File: config.mk
export PLATFORM = sky130hd
export DESIGN_NAME = rr_bus_scheduler
export DESIGN_NICKNAME = d
export VERILOG_FILES = /design/src/rtl/rr_bus_scheduler.sv
export SDC_FILE = /design/constraint.sdc
export NUM_CORES = 1
export LEC_CHECK = 0
export BUFFER_PORTS_ARGS = -buffer_cell sky130_fd_sc_hd__buf_2
export CAP_MARGIN = 20
export CORE_MARGIN = 5
export CORE_UTILIZATION = 45
export DETAILED_ROUTE_END_ITERATION = 12
export PLACE_DENSITY_LB_ADDON = 0.1
export SLEW_MARGIN = 10
export SYNTH_ARGS = -nofsm -noshare
export SYNTH_HDL_FRONTEND = slang
export SYNTH_SLANG_ARGS = --single-unit
File: constraint.sdc
create_clock -name clk -period 3.7 [get_ports clk]
set_input_delay 0.37 -clock clk [delete_from_list [all_inputs] [get_ports clk]]
set_output_delay 0.37 -clock clk [all_outputs]
set_load 0.005 [all_outputs]
File: src/rtl/rr_bus_scheduler.sv
// Round-robin scheduler for one shared single-transaction bus: a grant is held
// until done, requester abort, or watchdog expiry, then passed on with no dead cycle.
module rr_bus_scheduler #(
    parameter  int N       = 4,
    parameter  int TIMEOUT = 16,
    localparam int IW      = (N > 1) ? $clog2(N) : 1,
    localparam int CW      = $clog2(TIMEOUT + 1)
) (
    input  logic          clk,
    input  logic          resetN,
    input  logic [N-1:0]  req,
    input  logic          done,
    output logic [N-1:0]  grant,
    output logic [IW-1:0] grant_id,
    output logic          busy,
    output logic          timeout_err,
    output logic          state_dbg
);

    // Handshake: req[i] is a level held until the grant for i is released;
    // done is a single-cycle pulse only meaningful while a grant is held.

    typedef enum logic {IDLE = 1'b0, HOLD = 1'b1} state_t;

    state_t        state_q, state_d;
    logic [N-1:0]  grant_q, grant_d;
    logic [IW-1:0] gid_q, gid_d;
    logic [IW-1:0] ptr_q, ptr_d;
    logic [CW-1:0] cnt_q, cnt_d;
    logic          terr_q, terr_d;

    logic [IW-1:0] base;
    logic          win_v;
    logic [IW-1:0] win_i;
    logic          rel_done, rel_abort, rel_wdog, release_now;

    // Lowest set index strictly above p, else lowest set index overall.
    function automatic logic [IW:0] pick(input logic [IW-1:0] p, input logic [N-1:0] r);
        logic          hi_v, lo_v;
        logic [IW-1:0] hi_i, lo_i;
        hi_v = 1'b0;
        lo_v = 1'b0;
        hi_i = '0;
        lo_i = '0;
        for (int i = N - 1; i >= 0; i--) begin
            if (r[i]) begin
                lo_v = 1'b1;
                lo_i = IW'(i);
                if (IW'(i) > p) begin
                    hi_v = 1'b1;
                    hi_i = IW'(i);
                end
            end
        end
        return hi_v ? {1'b1, hi_i} : {lo_v, lo_i};
    endfunction

    // Searching from grant_id over the full req vector gives the same answer as
    // searching the masked vector, and falls back to the releasing requester itself.
    assign base            = (state_q == HOLD) ? gid_q : ptr_q;
    assign {win_v, win_i}  = pick(base, req);

    assign rel_done    = done;
    assign rel_abort   = ~req[gid_q];
    assign rel_wdog    = (cnt_q == CW'(TIMEOUT - 1));
    assign release_now = rel_done | rel_abort | rel_wdog;

    always_comb begin
        state_d = state_q;
        grant_d = grant_q;
        gid_d   = gid_q;
        ptr_d   = ptr_q;
        cnt_d   = cnt_q;
        terr_d  = 1'b0;
        case (state_q)
            IDLE: begin
                if (win_v) begin
                    state_d = HOLD;
                    grant_d = {{(N-1){1'b0}}, 1'b1} << win_i;
                    gid_d   = win_i;
                    cnt_d   = '0;
                end
            end
            HOLD: begin
                if (release_now) begin
                    ptr_d  = gid_q;
                    terr_d = ~rel_done & ~rel_abort & rel_wdog;
                    cnt_d  = '0;
                    if (win_v) begin
                        grant_d = {{(N-1){1'b0}}, 1'b1} << win_i;
                        gid_d   = win_i;
                    end else begin
                        state_d = IDLE;
                        grant_d = '0;
                        gid_d   = '0;
                    end
                end else if (cnt_q != '1) begin
                    cnt_d = cnt_q + 1'b1;
                end
            end
            default: state_d = IDLE;
        endcase
    end

    always_ff @(posedge clk or negedge resetN) begin
        if (!resetN) begin
            state_q <= IDLE;
            grant_q <= '0;
            gid_q   <= '0;
            ptr_q   <= IW'(N - 1);
            cnt_q   <= '0;
            terr_q  <= 1'b0;
        end else begin
            state_q <= state_d;
            grant_q <= grant_d;
            gid_q   <= gid_d;
            ptr_q   <= ptr_d;
            cnt_q   <= cnt_d;
            terr_q  <= terr_d;
        end
    end

    assign grant       = grant_q;
    assign grant_id    = gid_q;
    assign busy        = (state_q == HOLD);
    assign timeout_err = terr_q;
    assign state_dbg   = state_q;

endmodule

Yosys cells after proc, flatten, opt, wreduce, memory -nomap -nowiden
Cells that the tools add are included.
- logic and storage cells: 73
- input bits: 7
- output and inout bits: 9
- register bits after elaboration: 15
- equality and inequality tests: 5
- bitwise operators: 7
- magnitude comparators: 5
- shifts and indexed selects: 1
- reductions and logical operators: 3
- add/subtract/negate cells: 1
- multiplexer cells: 45
- operators with widths (cell ; count):
    $mux 2 ; 16
    $mux 1 ; 17
    $mux 5 ; 3
    $mux 4 ; 3
    $pmux 5 s2 ; 1
    $pmux 4 s2 ; 1
    $reduce_and 2->1 ; 3
    $add 5x1->5 const B ; 1
    $eq 5x4->1 const B ; 1
    $ne 5x5->1 const B ; 1
    $gt 1x2->1 const A ; 2
    $gt 2x2->1 const A ; 2
    $pmux 2 s2 ; 1
    $shl 1x2->4 const A ; 1
    $lt 2x3->1 const B ; 1
    $mux 3 ; 1
    $ne 3x1->1 const B ; 1
    $not 1->1 ; 3
    $and 1x1->1 ; 2
    $bmux 1 s2 ; 1
    $ne 2x1->1 const B ; 1
    $ne 2x2->1 const B ; 1
    $or 1x1->1 ; 2
    $pmux 1 s2 ; 1

Depth between registers and ports, before layout
- depth in word-level cells: 15
- mapped depth: 7
- gate-level depth less buffers: 7

Worst setup path after synthesis
Ideal clock, no wire load.
- kind: flip-flop to flip-flop
- start point: register cnt_q[0]
- end point: register grant_q[2] (netlist: grant[2])
- stages on the path, launching flop included: 8
- path slack: 1.643 ns
- required time: 3.578 ns
- arrival time: 1.935 ns
- buffers on the path: 0
- period minus slack after synthesis: 2.057 ns
- library setup time: 0.122 ns
- cell sequence: dfrtp_1 > ha_1 > and3_1 > ha_1 > nor3b_1 > nand2_1 > and2_4 > a32o_1
- cells in the longest elaborated chain, start to end: 4
- ends and longest elaborated chain (item ; line ; source):
    start: declaration ; 29 ; logic [CW-1:0] cnt_q, cnt_d;
    start signal: assignment ; 118 ; cnt_q <= cnt_d;
    $eq 5x4->1 ; 65 ; assign rel_wdog = (cnt_q == CW'(TIMEOUT - 1));
    $or 1x1->1 ; 66 ; assign release_now = rel_done | rel_abort | rel_wdog;
    $ne 2x1->1 (no line) ; -- ;
    $reduce_and 2->1 (no line) ; -- ;
    end signal: assignment ; 115 ; grant_q <= grant_d;
    end: declaration ; 26 ; logic [N-1:0] grant_q, grant_d;
Every way passes these cells.
A chain may end at the register's enable or synchronous reset.

Worst setup path in the final report
- start point: register cnt_q[0]
- end point: register grant_q[3] (netlist: grant[3])
The elaborated chain is that of the path after synthesis.

==> results.sh <==
export IMPL_finish_utilization_pct=52.43
export IMPL_synth_distinct_cells=38
export IMPL_path_clk_slew_ps=90
export IMPL_layout_cells_non_filler=121
export IMPL_required_ps=3870
export IMPL_min_period_ps=2301
export IMPL_drive_gt1_share_pct=37.23
export IMPL_drt_vias_per_instance=5.339
export IMPL_synth_top_area_share_pct=37.25
export IMPL_p_per_area_nw_per_um2=610.4
export IMPL_multiInputGateArea_um2=461.7
export IMPL_worst_slew_pin_slew_ps=485.8
export IMPL_tns_ps=0
export IMPL_numPortBuffers=15
export IMPL_synth_edff_count=0
export IMPL_dpl_hpwl_um=1275
export IMPL_clk_path_buf_depth=2
export IMPL_seq_area_um2=377.9
export IMPL_crit_fanout=6
export IMPL_max_cap_violations=0
export IMPL_ir_drop_mv=0.3323
export IMPL_die_w_um=54.06
export IMPL_nFillCells=168
export IMPL_grt_max_degree=16
export IMPL_ys_warn_count=0
export IMPL_worstHoldPathType="in2reg"
export IMPL_gp_congestion=0.7058
export IMPL_end_kind="flip-flop"
export IMPL_clockRootBuffer="clkbuf_4"
export IMPL_yosysMostFrequentCell="dfrtp_1"
export IMPL_dieArea_um2=2922
export IMPL_synth_cell_area_um2=873.3
export IMPL_ys_flop_type="dfrtp_1"
export IMPL_synthArstFlopShare_pct=100.0
export IMPL_coreArea_um2=1902
export IMPL_first_iter_violations=11
export IMPL_antenna_left=0
export IMPL_yosysTopAreaCell="dfrtp_1"
export IMPL_status="complete, no violations"
export IMPL_die_y_um=54.06
export IMPL_min_period_over_period_pct=62.20
export IMPL_cts_tree="done"
export IMPL_fmax_mhz=434.5
export IMPL_grt_first_pass_wirelength_um=2601
export IMPL_syn_inst=77
export IMPL_antenna_found_initial=0
export IMPL_numCtsBuffers=3
export IMPL_grt_pass1_vias=563
export IMPL_route_detailed_drc=0
export IMPL_synth_area_leaders="dfrtp_1 (37%), dfstp_2 (6.0%), mux2_2 (5.2%)"
export IMPL_finalPower_uw=608.7
export IMPL_initial_utilization_pct=45.92
export IMPL_drtPass1Iterations=4
export IMPL_grt_overflow_total=0
export IMPL_vias=646
export IMPL_h_tree_depth=1
export IMPL_synth_seq_cells=15
export IMPL_grt_setup_unrepaired="no"
export IMPL_hold_viol_final=0
export IMPL_cts_resized=0
export IMPL_area_growth_pct=14.18
export IMPL_wl_per_cell_um=14.00
export IMPL_fin_nets=105
export IMPL_grt_usage_pct=12.34
export IMPL_dp_cells=116
export IMPL_fin_skew_ps=3.964
export IMPL_io_pins=16
export IMPL_cts_setup_buffers=0
export IMPL_p_leak_nw=0.4574
export IMPL_arrival_ps=2470
export IMPL_syn_num_nets=87
export IMPL_clock_sinks=15
export IMPL_syn_avg_cell_area_um2=11.34
export IMPL_ys_top_cells_by_count="dfrtp_1 (13), nand2_1 (6), nor2_1 (6), mux2_2 (4)"
export IMPL_path_class="reg2reg"
export IMPL_antenna_cells=0
export IMPL_slew_viol_final=0
export IMPL_seq_area_frac_synth_pct=43.27
export IMPL_relSlewSlack_pct=67.61
export IMPL_setup_violations=0
export IMPL_crit_path_start_kind="flip-flop"
export IMPL_worstSkewPairLatency_ps=280
export IMPL_routed_wl_um=1694
export IMPL_rows=16
## timing repair
action                                  CTS  global route
hold buffers                              1             0
hold endpoints to repair                 13             0
endpoints found under the setup margin    0             0
## stage by stage
stage	hold WS, ps	setup WS [ps]	cell area [um^2]
floorplan	74.41	1643	873.3
global placement	290.0	1533	959.7
CTS	354.0	1404	997.2
global route	366.1	1302	997.2
finish	361.3	1399	997.2
detailed placement	289.9	1447	959.7
## power by group
| part | total, mW | switching [mW] | internal, mW |
|---|---|---|---|
| clock | 0.0907 | 0.0507 | 0.0401 |
| combinational | 0.251 | 0.120 | 0.131 |
| sequential | 0.267 | 0.0473 | 0.220 |
## cell families after synthesis
kind of cell / count (synthesis) / synth area share, %
simple gates: 25 / 15.76
mux: 6 / 10.31
buf+inv: 6 / 3.868
compound gates: 22 / 22.49
fa+ha+maj: 3 / 4.298
flops: 15 / 43.27
## final cells by class
cell class | count | share of cell area, %
Clock buffer | 3 | 2.258
Timing Repair Buffer | 16 | 8.532
Sequential cell | 15 | 37.89
Clock inverter | 1 | 0.5019
Inverter | 3 | 1.129
Tap cell | 27 | 3.388
Multi-Input combinational cell | 56 | 46.30
## routing by layer
layer / global-route usage, % / part of all wire [%]
met5: 0 / 0
met1: 18.20 / 52
met4: 0 / 0
met2: 17.34 / 42
met3: 5.817 / 6.1
## cells in the final DEF, fill, tap and decap left out, types with 3 or more instances in the layout
master | synthesis | routed
dfrtp_1 | 13 | 13
buf_2 | 0 | 15
mux2_2 | 4 | 4
clkbuf_4 | 0 | 3
o22ai_1 | 3 | 3
nor2_1 | 6 | 6
nand2_1 | 6 | 6
ha_1 | 3 | 3
inv_1 | 3 | 3
o31ai_1 | 3 | 3
## worst max-delay path, cell delays in order, from the launching register on
cell and delay, ps:
dfrtp_1 410, ha_1 230, and3_1 210, ha_1 210
nor3b_1 420, nand2_1 250, and2_4 230, a32o_1 240
## flip-flops by register name, indices dropped and copies added, names as in the netlist
| register | flops |
|---|---|
| grant_id | 2 |
| timeout_err | 1 |
| ptr_q | 2 |
| cnt_q | 5 |
| grant | 4 |
| busy | 1 |
## final timing paths
check | depth (start not counted) | end | slack [ps] | from
worst min-delay path | 3 | timeout_err$_DFF_PN0_ | 360 | done
worst max-delay path | 7 | grant[3]$_DFFE_PN0P_ | 1400 | cnt_q[0]$_DFFE_PN0P_
min in group asynchronous | 2 | cnt_q[0]$_DFFE_PN0P_ | 530 | resetN
worst max register to register | 7 | grant[3]$_DFFE_PN0P_ | 1400 | cnt_q[0]$_DFFE_PN0P_
max in group asynchronous | 2 | ptr_q[0]$_DFFE_PN1P_ | 2880 | resetN
worst min register to register | 2 | grant[0]$_DFFE_PN0P_ | 500 | grant[0]$_DFFE_PN0P_
Note: power is estimated with default switching activity, not from simulation.
